`src/rtl/baud_pkg.sv`:
```
// Shared constants and types for the programmable baud tick generator.
// Defaults match a 16x oversampled UART divided from the system clock.
package baud_pkg;

  localparam int CNT_W_DEF       = 16;
  localparam int FRAC_W_DEF      = 4;
  localparam int OS_RATIO_DEF    = 16;
  localparam int DEFAULT_DIV_DEF = 325;
  localparam int OS_IDX_W_DEF    = $clog2(OS_RATIO_DEF);

  typedef logic [CNT_W_DEF-1:0]    baud_div_t;
  typedef logic [OS_IDX_W_DEF-1:0] os_idx_t;

  // Next oversample index with wrap at ratio-1.
  function automatic os_idx_t os_idx_next(
    input os_idx_t idx,
    input int      ratio
  );
    if (int'(idx) == ratio - 1) return '0;
    return idx + os_idx_t'(1);
  endfunction

endpackage

```
`src/rtl/baud_frac_acc.sv`:
```
// Fractional phase accumulator for the baud generator.
// carry_o stretches the current oversample period by one cycle.
module baud_frac_acc #(
  parameter int FRAC_W = 4
) (
  input  logic              i_clk,
  input  logic              i_rst_n,
  input  logic              tick_i,
  input  logic              restart_i,
  input  logic [FRAC_W-1:0] frac_i,
  output logic              carry_o
);

  logic [FRAC_W-1:0] acc_q, acc_d;
  logic [FRAC_W:0]   sum;

  assign sum     = {1'b0, acc_q} + {1'b0, frac_i};
  assign carry_o = sum[FRAC_W];

  // Advance on each oversample tick, clear on phase restart.
  always_comb begin
    acc_d = acc_q;
    unique case (1'b1)
      restart_i: acc_d = '0;
      tick_i:    acc_d = sum[FRAC_W-1:0];
      default:   acc_d = acc_q;
    endcase
  end

  // Accumulator register.
  always_ff @(posedge i_clk or negedge i_rst_n) begin
    if (!i_rst_n) acc_q <= '0;
    else          acc_q <= acc_d;
  end

endmodule

```
`src/rtl/baud_gen_prog.sv`:
```
// Programmable oversample/bit/mid-bit tick generator.
// Fractional divisor enabled by defining BAUD_GEN_FRAC_EN.
module baud_gen_prog
  import baud_pkg::*;
#(
  parameter int CNT_W       = CNT_W_DEF,
  parameter int OS_RATIO    = OS_RATIO_DEF,
  parameter int FRAC_W      = FRAC_W_DEF,
  parameter int DEFAULT_DIV = DEFAULT_DIV_DEF
) (
  input  logic                        i_clk,
  input  logic                        i_rst_n,
  input  logic                        i_en,
  input  logic                        i_restart,
  input  logic                        i_div_load,
  input  logic [CNT_W-1:0]            i_div_int,
  input  logic [FRAC_W-1:0]           i_div_frac,
  output logic                        o_os_tick,
  output logic                        o_bit_tick,
  output logic                        o_mid_tick,
  output logic [$clog2(OS_RATIO)-1:0] o_os_idx
);

  localparam int IDX_W = $clog2(OS_RATIO);
  localparam logic [IDX_W-1:0] IDX_LAST =
    IDX_W'(OS_RATIO - 1);
  localparam logic [IDX_W-1:0] IDX_MID =
    IDX_W'(OS_RATIO / 2 - 1);
  localparam logic [CNT_W-1:0] DIV_RST =
    CNT_W'(DEFAULT_DIV);

  // One extra bit so div=all-ones plus carry still compares.
  logic [CNT_W:0]     cnt_q, cnt_d;
  logic [CNT_W:0]     lim;
  logic [IDX_W-1:0]   idx_q, idx_d;
  logic [CNT_W-1:0]   div_q, div_d;
  logic [CNT_W-1:0]   div_sh_q, div_sh_d;
  logic               pend_q, pend_d;
  logic               carry;
  logic               os_tick;
  logic               count_en;
  logic               apply;

`ifdef BAUD_GEN_FRAC_EN
  logic [FRAC_W-1:0]  frac_q, frac_d;
  logic [FRAC_W-1:0]  frac_sh_q, frac_sh_d;

  baud_frac_acc #(
    .FRAC_W (FRAC_W)
  ) u_frac_acc (
    .i_clk     (i_clk),
    .i_rst_n   (i_rst_n),
    .tick_i    (os_tick),
    .restart_i (i_restart),
    .frac_i    (frac_q),
    .carry_o   (carry)
  );

  // Fractional divisor: shadow capture and active copy.
  always_comb begin
    frac_d    = frac_q;
    frac_sh_d = frac_sh_q;
    if (i_div_load) frac_sh_d = i_div_frac;
    if (apply) begin
      frac_d = i_div_load ? i_div_frac : frac_sh_q;
    end
  end

  // Fractional divisor registers.
  always_ff @(posedge i_clk or negedge i_rst_n) begin
    if (!i_rst_n) begin
      frac_q    <= '0;
      frac_sh_q <= '0;
    end else begin
      frac_q    <= frac_d;
      frac_sh_q <= frac_sh_d;
    end
  end
`else
  logic frac_unused;
  assign frac_unused = ^i_div_frac;
  assign carry       = 1'b0;
`endif

  assign lim = {1'b0, div_q}
             + {{CNT_W{1'b0}}, carry};

  assign os_tick  = i_en && !i_restart
                 && (cnt_q == lim);
  assign count_en = i_en && !i_restart
                 && !os_tick;

  assign o_os_tick  = os_tick;
  assign o_bit_tick = os_tick && (idx_q == IDX_LAST);
  assign o_mid_tick = os_tick && (idx_q == IDX_MID);
  assign o_os_idx   = idx_q;

  // Reload is safe at a boundary, while stopped, or on restart.
  assign apply = (i_div_load || pend_q)
              && (os_tick || !i_en || i_restart);

  // Period counter and oversample phase.
  always_comb begin
    cnt_d = cnt_q;
    idx_d = idx_q;
    unique case (1'b1)
      i_restart: begin
        cnt_d = '0;
        idx_d = '0;
      end
      os_tick: begin
        cnt_d = '0;
        idx_d = (idx_q == IDX_LAST)
              ? '0
              : idx_q + IDX_W'(1);
      end
      count_en: begin
        cnt_d = cnt_q + {{CNT_W{1'b0}}, 1'b1};
      end
      default: begin
        cnt_d = cnt_q;
        idx_d = idx_q;
      end
    endcase
  end

  // Integer divisor: shadow capture, pending flag, active copy.
  always_comb begin
    div_d    = div_q;
    div_sh_d = div_sh_q;
    pend_d   = pend_q;
    if (i_div_load) begin
      div_sh_d = i_div_int;
      pend_d   = 1'b1;
    end
    if (apply) begin
      div_d  = i_div_load ? i_div_int : div_sh_q;
      pend_d = 1'b0;
    end
  end

  // Phase state registers.
  always_ff @(posedge i_clk or negedge i_rst_n) begin
    if (!i_rst_n) begin
      cnt_q <= '0;
      idx_q <= '0;
    end else begin
      cnt_q <= cnt_d;
      idx_q <= idx_d;
    end
  end

  // Divisor registers.
  always_ff @(posedge i_clk or negedge i_rst_n) begin
    if (!i_rst_n) begin
      div_q    <= DIV_RST;
      div_sh_q <= DIV_RST;
      pend_q   <= 1'b0;
    end else begin
      div_q    <= div_d;
      div_sh_q <= div_sh_d;
      pend_q   <= pend_d;
    end
  end

endmodule

```
`config.mk`:
```
export PLATFORM = sky130hd
export DESIGN_NAME = baud_gen_prog
export DESIGN_NICKNAME = d
export VERILOG_FILES = /design/src/rtl/baud_pkg.sv /design/src/rtl/baud_frac_acc.sv /design/src/rtl/baud_gen_prog.sv
export SDC_FILE = /design/constraint.sdc
export NUM_CORES = 1
export LEC_CHECK = 0
export CORE_ASPECT_RATIO = 1.75
export CORE_UTILIZATION = 40
export CTS_CLUSTER_DIAMETER = 50
export CTS_CLUSTER_SIZE = 16
export DETAILED_ROUTE_END_ITERATION = 10
export GPL_TIMING_DRIVEN = 0
export HOLD_SLACK_MARGIN = 0.02
export SLEW_MARGIN = 30
export SYNTH_ARGS = -nofsm -noshare
export SYNTH_HDL_FRONTEND = slang
export SYNTH_SLANG_ARGS = --single-unit
```
`constraint.sdc`:
```
create_clock -name i_clk -period 2.86 [get_ports i_clk]
set_clock_uncertainty 0.1 [all_clocks]
set_input_delay 0.286 -clock i_clk [delete_from_list [all_inputs] [get_ports i_clk]]
set_output_delay 0.286 -clock i_clk [all_outputs]
set_load 0.01 [all_outputs]
```
# [Word-level counts from Yosys, hierarchy flattened]
# Cells that the tools add are included.
# Widths: inputs -> output; s select.
[totals] ff_bits=54 inputBits=25 output_inout_bits=7 wordCells=32
[classes] n_addsub=2 n_eq_ne=3 mux=6 reduce_logical=16
[op_table] operator="$pmux 17 s2" count=1
[op_table] operator="$add 17x1->17 const B" count=1
[op_table] operator="$eq 17x16->1" count=1
[op_table] operator="$mux 16" count=1
[op_table] operator="$pmux 4 s2" count=1
[op_table] operator="$logic_and 1x1->1" count=6
[op_table] operator="$reduce_bool 2->1" count=3
[op_table] operator="$add 4x1->4 const B" count=1
[op_table] operator="$eq 4x3->1 const B" count=1
[op_table] operator="$eq 4x4->1 const B" count=1
[op_table] operator="$mux 4" count=1
[op_table] operator="$logic_not 1->1" count=3
[op_table] operator="$logic_or 1x1->1" count=3
[op_table] operator="$mux 1" count=2
[op_table] operator="$reduce_or 2->1" count=1

# [Logic depth before layout (Yosys ltp)]
[logic_depth] word_depth=7 depth_mapped=9 mapped_depth_nobuf=7

# [Worst setup path before layout]
# No wires, ideal clock.
[synth_path] path_kind="reg2reg" startpoint="register div_q[8]" endpoint="register div_q[10]" setup_time_ns=0.125 arrival_ns=1.788 required_time_ns=2.635 slack_ns=0.847 path_stages_with_launch=8 path_buffers=1 period_less_slack_ns=2.013 cell_sequence="dfstp_2 > xor2_1 > nor4_1 > nand4_1 > o21ai_2 > o21ai_2 > buf_6 > mux2_4"
[synth_via] elab_chain_cells=5
[synth_rtl] element="start, declared" line_no="baud_gen_prog.sv:36" rtl="logic [CNT_W-1:0] div_q, div_d;"
[synth_rtl] element="start signal, assigned" line_no="baud_gen_prog.sv:160" rtl="div_q <= div_d;"
[synth_rtl] element="$eq 17x16->1" line_no="baud_gen_prog.sv:89" rtl="&& (cnt_q == lim);"
[synth_rtl] element="$logic_and 1x1->1" line_no="baud_gen_prog.sv:89"
[synth_rtl] element="$logic_or 1x1->1 (2 in a row)" line_no="baud_gen_prog.sv:100" rtl="&& (os_tick || !i_en || i_restart);"
[synth_rtl] element="$logic_and 1x1->1" line_no="baud_gen_prog.sv:100"
# No other way between the ends.
# A chain may end at the register's enable or synchronous reset.

# [Final worst setup path]
[layout_path] startpoint="register div_q[8]" endpoint="output o_mid_tick"
[layout_via] elab_chain_cells=3
[layout_rtl] element="$eq 17x16->1" line_no="baud_gen_prog.sv:89"
[layout_rtl] element="$logic_and 1x1->1" line_no="baud_gen_prog.sv:89"
[layout_rtl] element="$logic_and 1x1->1" line_no="baud_gen_prog.sv:95" rtl="assign o_mid_tick = os_tick && (idx_q == IDX_MID);"
[layout_rtl] element="end, declared" line_no="baud_gen_prog.sv:20" rtl="output logic o_mid_tick,"
# No other way between the ends.

==> run_results.csv <==
group,metric,value,unit
outcome,status,"complete, no violations",
route,dr.max_layer_used,"met4",
grt,antenna_found_initial,0,
layout,final_core_util,50.7,%
floorplan,dieHeight,109,um
route,dr_wl_met3,118,um
placement,place_area,2980,um2
yosys,synth_nets,248,
clocking,cts_tree,"yes",
sta,finalHoldWorstSlack,0.224,ns
yosys,synth-seq-area-share,52.1,%
worst_setup_path,critPathCaptureType,"output pin",
layout,area_delta_synth_final,21.7,%
route,routedWlPerCell,15.2,um
worst_setup_path,criticalPathCategory,"flip-flop to output pin",
power,swShare,24.5,%
worst_setup_path,crit_required,2.47,ns
clocking,numCtsBuffers,5,
sta,rsz0062_at_grt,"false",
floorplan,fp.dieW,63.1,um
power,p_sw,0.403,mW
sta,fmax,382,MHz
worst_setup_path,cp_max_fo,3,
floorplan,std_cell_rows,38,
power,irDropWorstVdd,385,uV
grt,grt_pass1_wl,8.98,mm
sta,maxSlewViolCount,0,
yosys,synth_area_per_cell,11.8,um2
floorplan,dieArea,6870,um2
route,vias_per_cell,5.14,
grt,grt_max_degree,38,
worst_setup_path,critPathLaunchType,"flip-flop",
route,drc,0,
power,cellPowerDensity,517,nW/um2
route,drtAntennaViolNets,0,
floorplan,ioPinCount,32,
min_path,hold_class,"input pin to flip-flop",
sta,finalSetupViolations,0,
power,p_seq_share,53.8,%
grt,first_global_vias,1829,
layout,nFillCells,580,
layout,layout_common_cells,"dfrtp_1, mux2_2, clkdlybuf4s50_1, xor2_1",
sta,relSlewSlack,52.8,%
sta,hold_violations,0,
layout,drive_gt1_share,27.4,%
layout,n_antenna_cell,0,
clocking,clk_pin_slew_worst_paths,0.10,ns
run,maxCapViolations,0,
route,vias,1764,
sta,period_share,91.5,%
yosys,synth_top_area_share,44.0,%
floorplan,start_util,41.6,%
layout,final_common_cell,"dfrtp_1",
yosys,synth_cells,221,
placement,finalWeightedCongestion,0.744,
layout,fin_nets,289,
clocking,clockBufferDepth,2,
placement,portBuffers,25,
yosys,syn-cell-area,2610,um2
route,routed_wirelength,5.20,mm
sta,period_needed,2.62,ns
grt,grt.total_usage,17.2,%
yosys,yosysWarningCount,0,
clocking,clkSinkCount,54,
route,wl_met2,2.77,mm
power,internal-power,1.24,mW
layout,design_area,3180,um2
power,p_leak,1.42,nW
clocking,insertion_delay,0.31,ns
power,pwr-share-comb,14.5,%
yosys,yosysTopAreaCell,"dfrtp_1",
sta,tightest_slew,0.708,ns
floorplan,core,6280,um2
clocking,cts_max_level,2,
worst_setup_path,arrival,2.23,ns
clocking,cts-root-buf,"clkbuf_8",
route,m1WireLength,2.20,mm
route,drtIter0Drc,49,
grt,overflow,0,
yosys,netlist_top_cells_area,"dfrtp_1, mux2_2, dfstp_2",
power,p_clk_share,31.7,%
placement,dp_hpwl,3.83,mm
yosys,yosysUniqueCellTypes,39,
route,drt-pass1-iter-count,4,
yosys,ys_ff_latch,54,
power by group through the flow:
stage	Clock (mW)	Sequential (mW)	Combinational [mW]
floorplan	0	0.888	0.162
global placement	0	0.898	0.226
detailed placement	0	0.901	0.233
CTS	0.534	0.886	0.239
global route	0.560	0.895	0.265
finish	0.521	0.885	0.239
final cells by class:
cell class                      instances  area (um2)  share of cell area (%)
Timing Repair Buffer                   34         334                    10.5
Sequential cell                        54        1370                    42.9
Inverter                                4        15.0                   0.472
Clock inverter                          2        37.5                    1.18
Buffer                                 10        60.1                    1.89
Tap cell                               80         100                    3.15
Clock buffer                            6        72.6                    2.28
Multi-Input combinational cell        153        1200                    37.6
registers in the layout, summed over array words and instances (netlist names):
name,flops
pend_q,1
o_os_idx,4
cnt_q,17
div_q,16
div_sh_q,16
critical path, cell delays in order (launching register included):
cell and delay (ns):
dfstp_2 0.56, xor2_1 0.08, nor4_2 0.27, buf_4 0.16
and4_1 0.23, nand4_1 0.15, nor3b_1 0.19, dlygate4sd2_1 0.29
worst paths after layout:
check,from,end,slack [ns],cells after the start
min in group asynchronous,i_rst_n,cnt_q[8],0.28,2
max,div_q[8],o_mid_tick,0.24,7
max reg2reg,div_q[8],cnt_q[2],0.37,10
min,i_restart,o_os_idx[2],0.22,2
max in group asynchronous,i_rst_n,div_sh_q[0],1.84,3
min reg2reg,div_sh_q[12],div_sh_q[12],0.41,1
timing repair:
action | CTS | global route
pin swaps | 5 | 6
setup buffers | 1 | 6
setup endpoints to repair | 3 | 3
gates resized for setup | 4 | 5
hold buffers | 1 | 0
hold endpoints to repair | 17 | 0
stage by stage:
| step | setup WS (ns) | power, mW | TNS, ns | std cells |
|---|---|---|---|---|
| final | 0.243 | 1.64 | 0 | 343 |
| after detailed placement | 0.106 | 1.13 | 0 | 327 |
| after global routing | 0.0203 | 1.72 | 0 | 343 |
| after global placement | -0.345 | 1.12 | -15.72 | 326 |
| after floorplan | 0.847 | 1.05 | 0 | 221 |
| after CTS | 0.00103 | 1.66 | 0 | 337 |
synth_stat cells (all sizes together):
| cell type | instances |
|---|---|
| nand3 | 11 |
| nor2b | 2 |
| nor2 | 8 |
| mux2 | 32 |
| o311ai | 2 |
| xnor2 | 3 |
| clkbuf | 3 |
| and3 | 4 |
| nor4 | 4 |
| buf | 7 |
| inv | 4 |
| a21oi | 4 |
| nor3 | 6 |
| a22o | 3 |
| o21ai | 15 |
| dfstp | 8 |
| a311o | 1 |
| nand4 | 7 |
| a31oi | 1 |
| ha | 2 |
| and4 | 1 |
| and2 | 1 |
| or2 | 1 |
| o31ai | 1 |
| or3 | 2 |
| nand2b | 3 |
| nor3b | 3 |
| a21o | 4 |
| xor2 | 20 |
| dfrtp | 46 |
| nand2 | 12 |
cell families (layout without fill, tap and decap cells):
family | Yosys count | in the layout | synth area share [%]
AND/OR/NAND/NOR | 65 | 65 | 13.5
flip-flops | 54 | 54 | 52.1
multiplexers | 32 | 32 | 15.2
AO/OA/AOI/OAI | 31 | 31 | 7.66
XOR/XNOR | 23 | 23 | 7.71
buffers and inverters | 14 | 56 | 2.87
adder cells (fa/ha/maj) | 2 | 2 | 0.957
metal layers:
layer | vias to the layer above | track usage (%)
met3 | 7 | 3.14
met2 | 29 | 32.0
met4 | 0 | 6.81
li1 | 865 | -
met5 | - | 0
met1 | 863 | 19.1
Power figures use the tool's default switching activity.
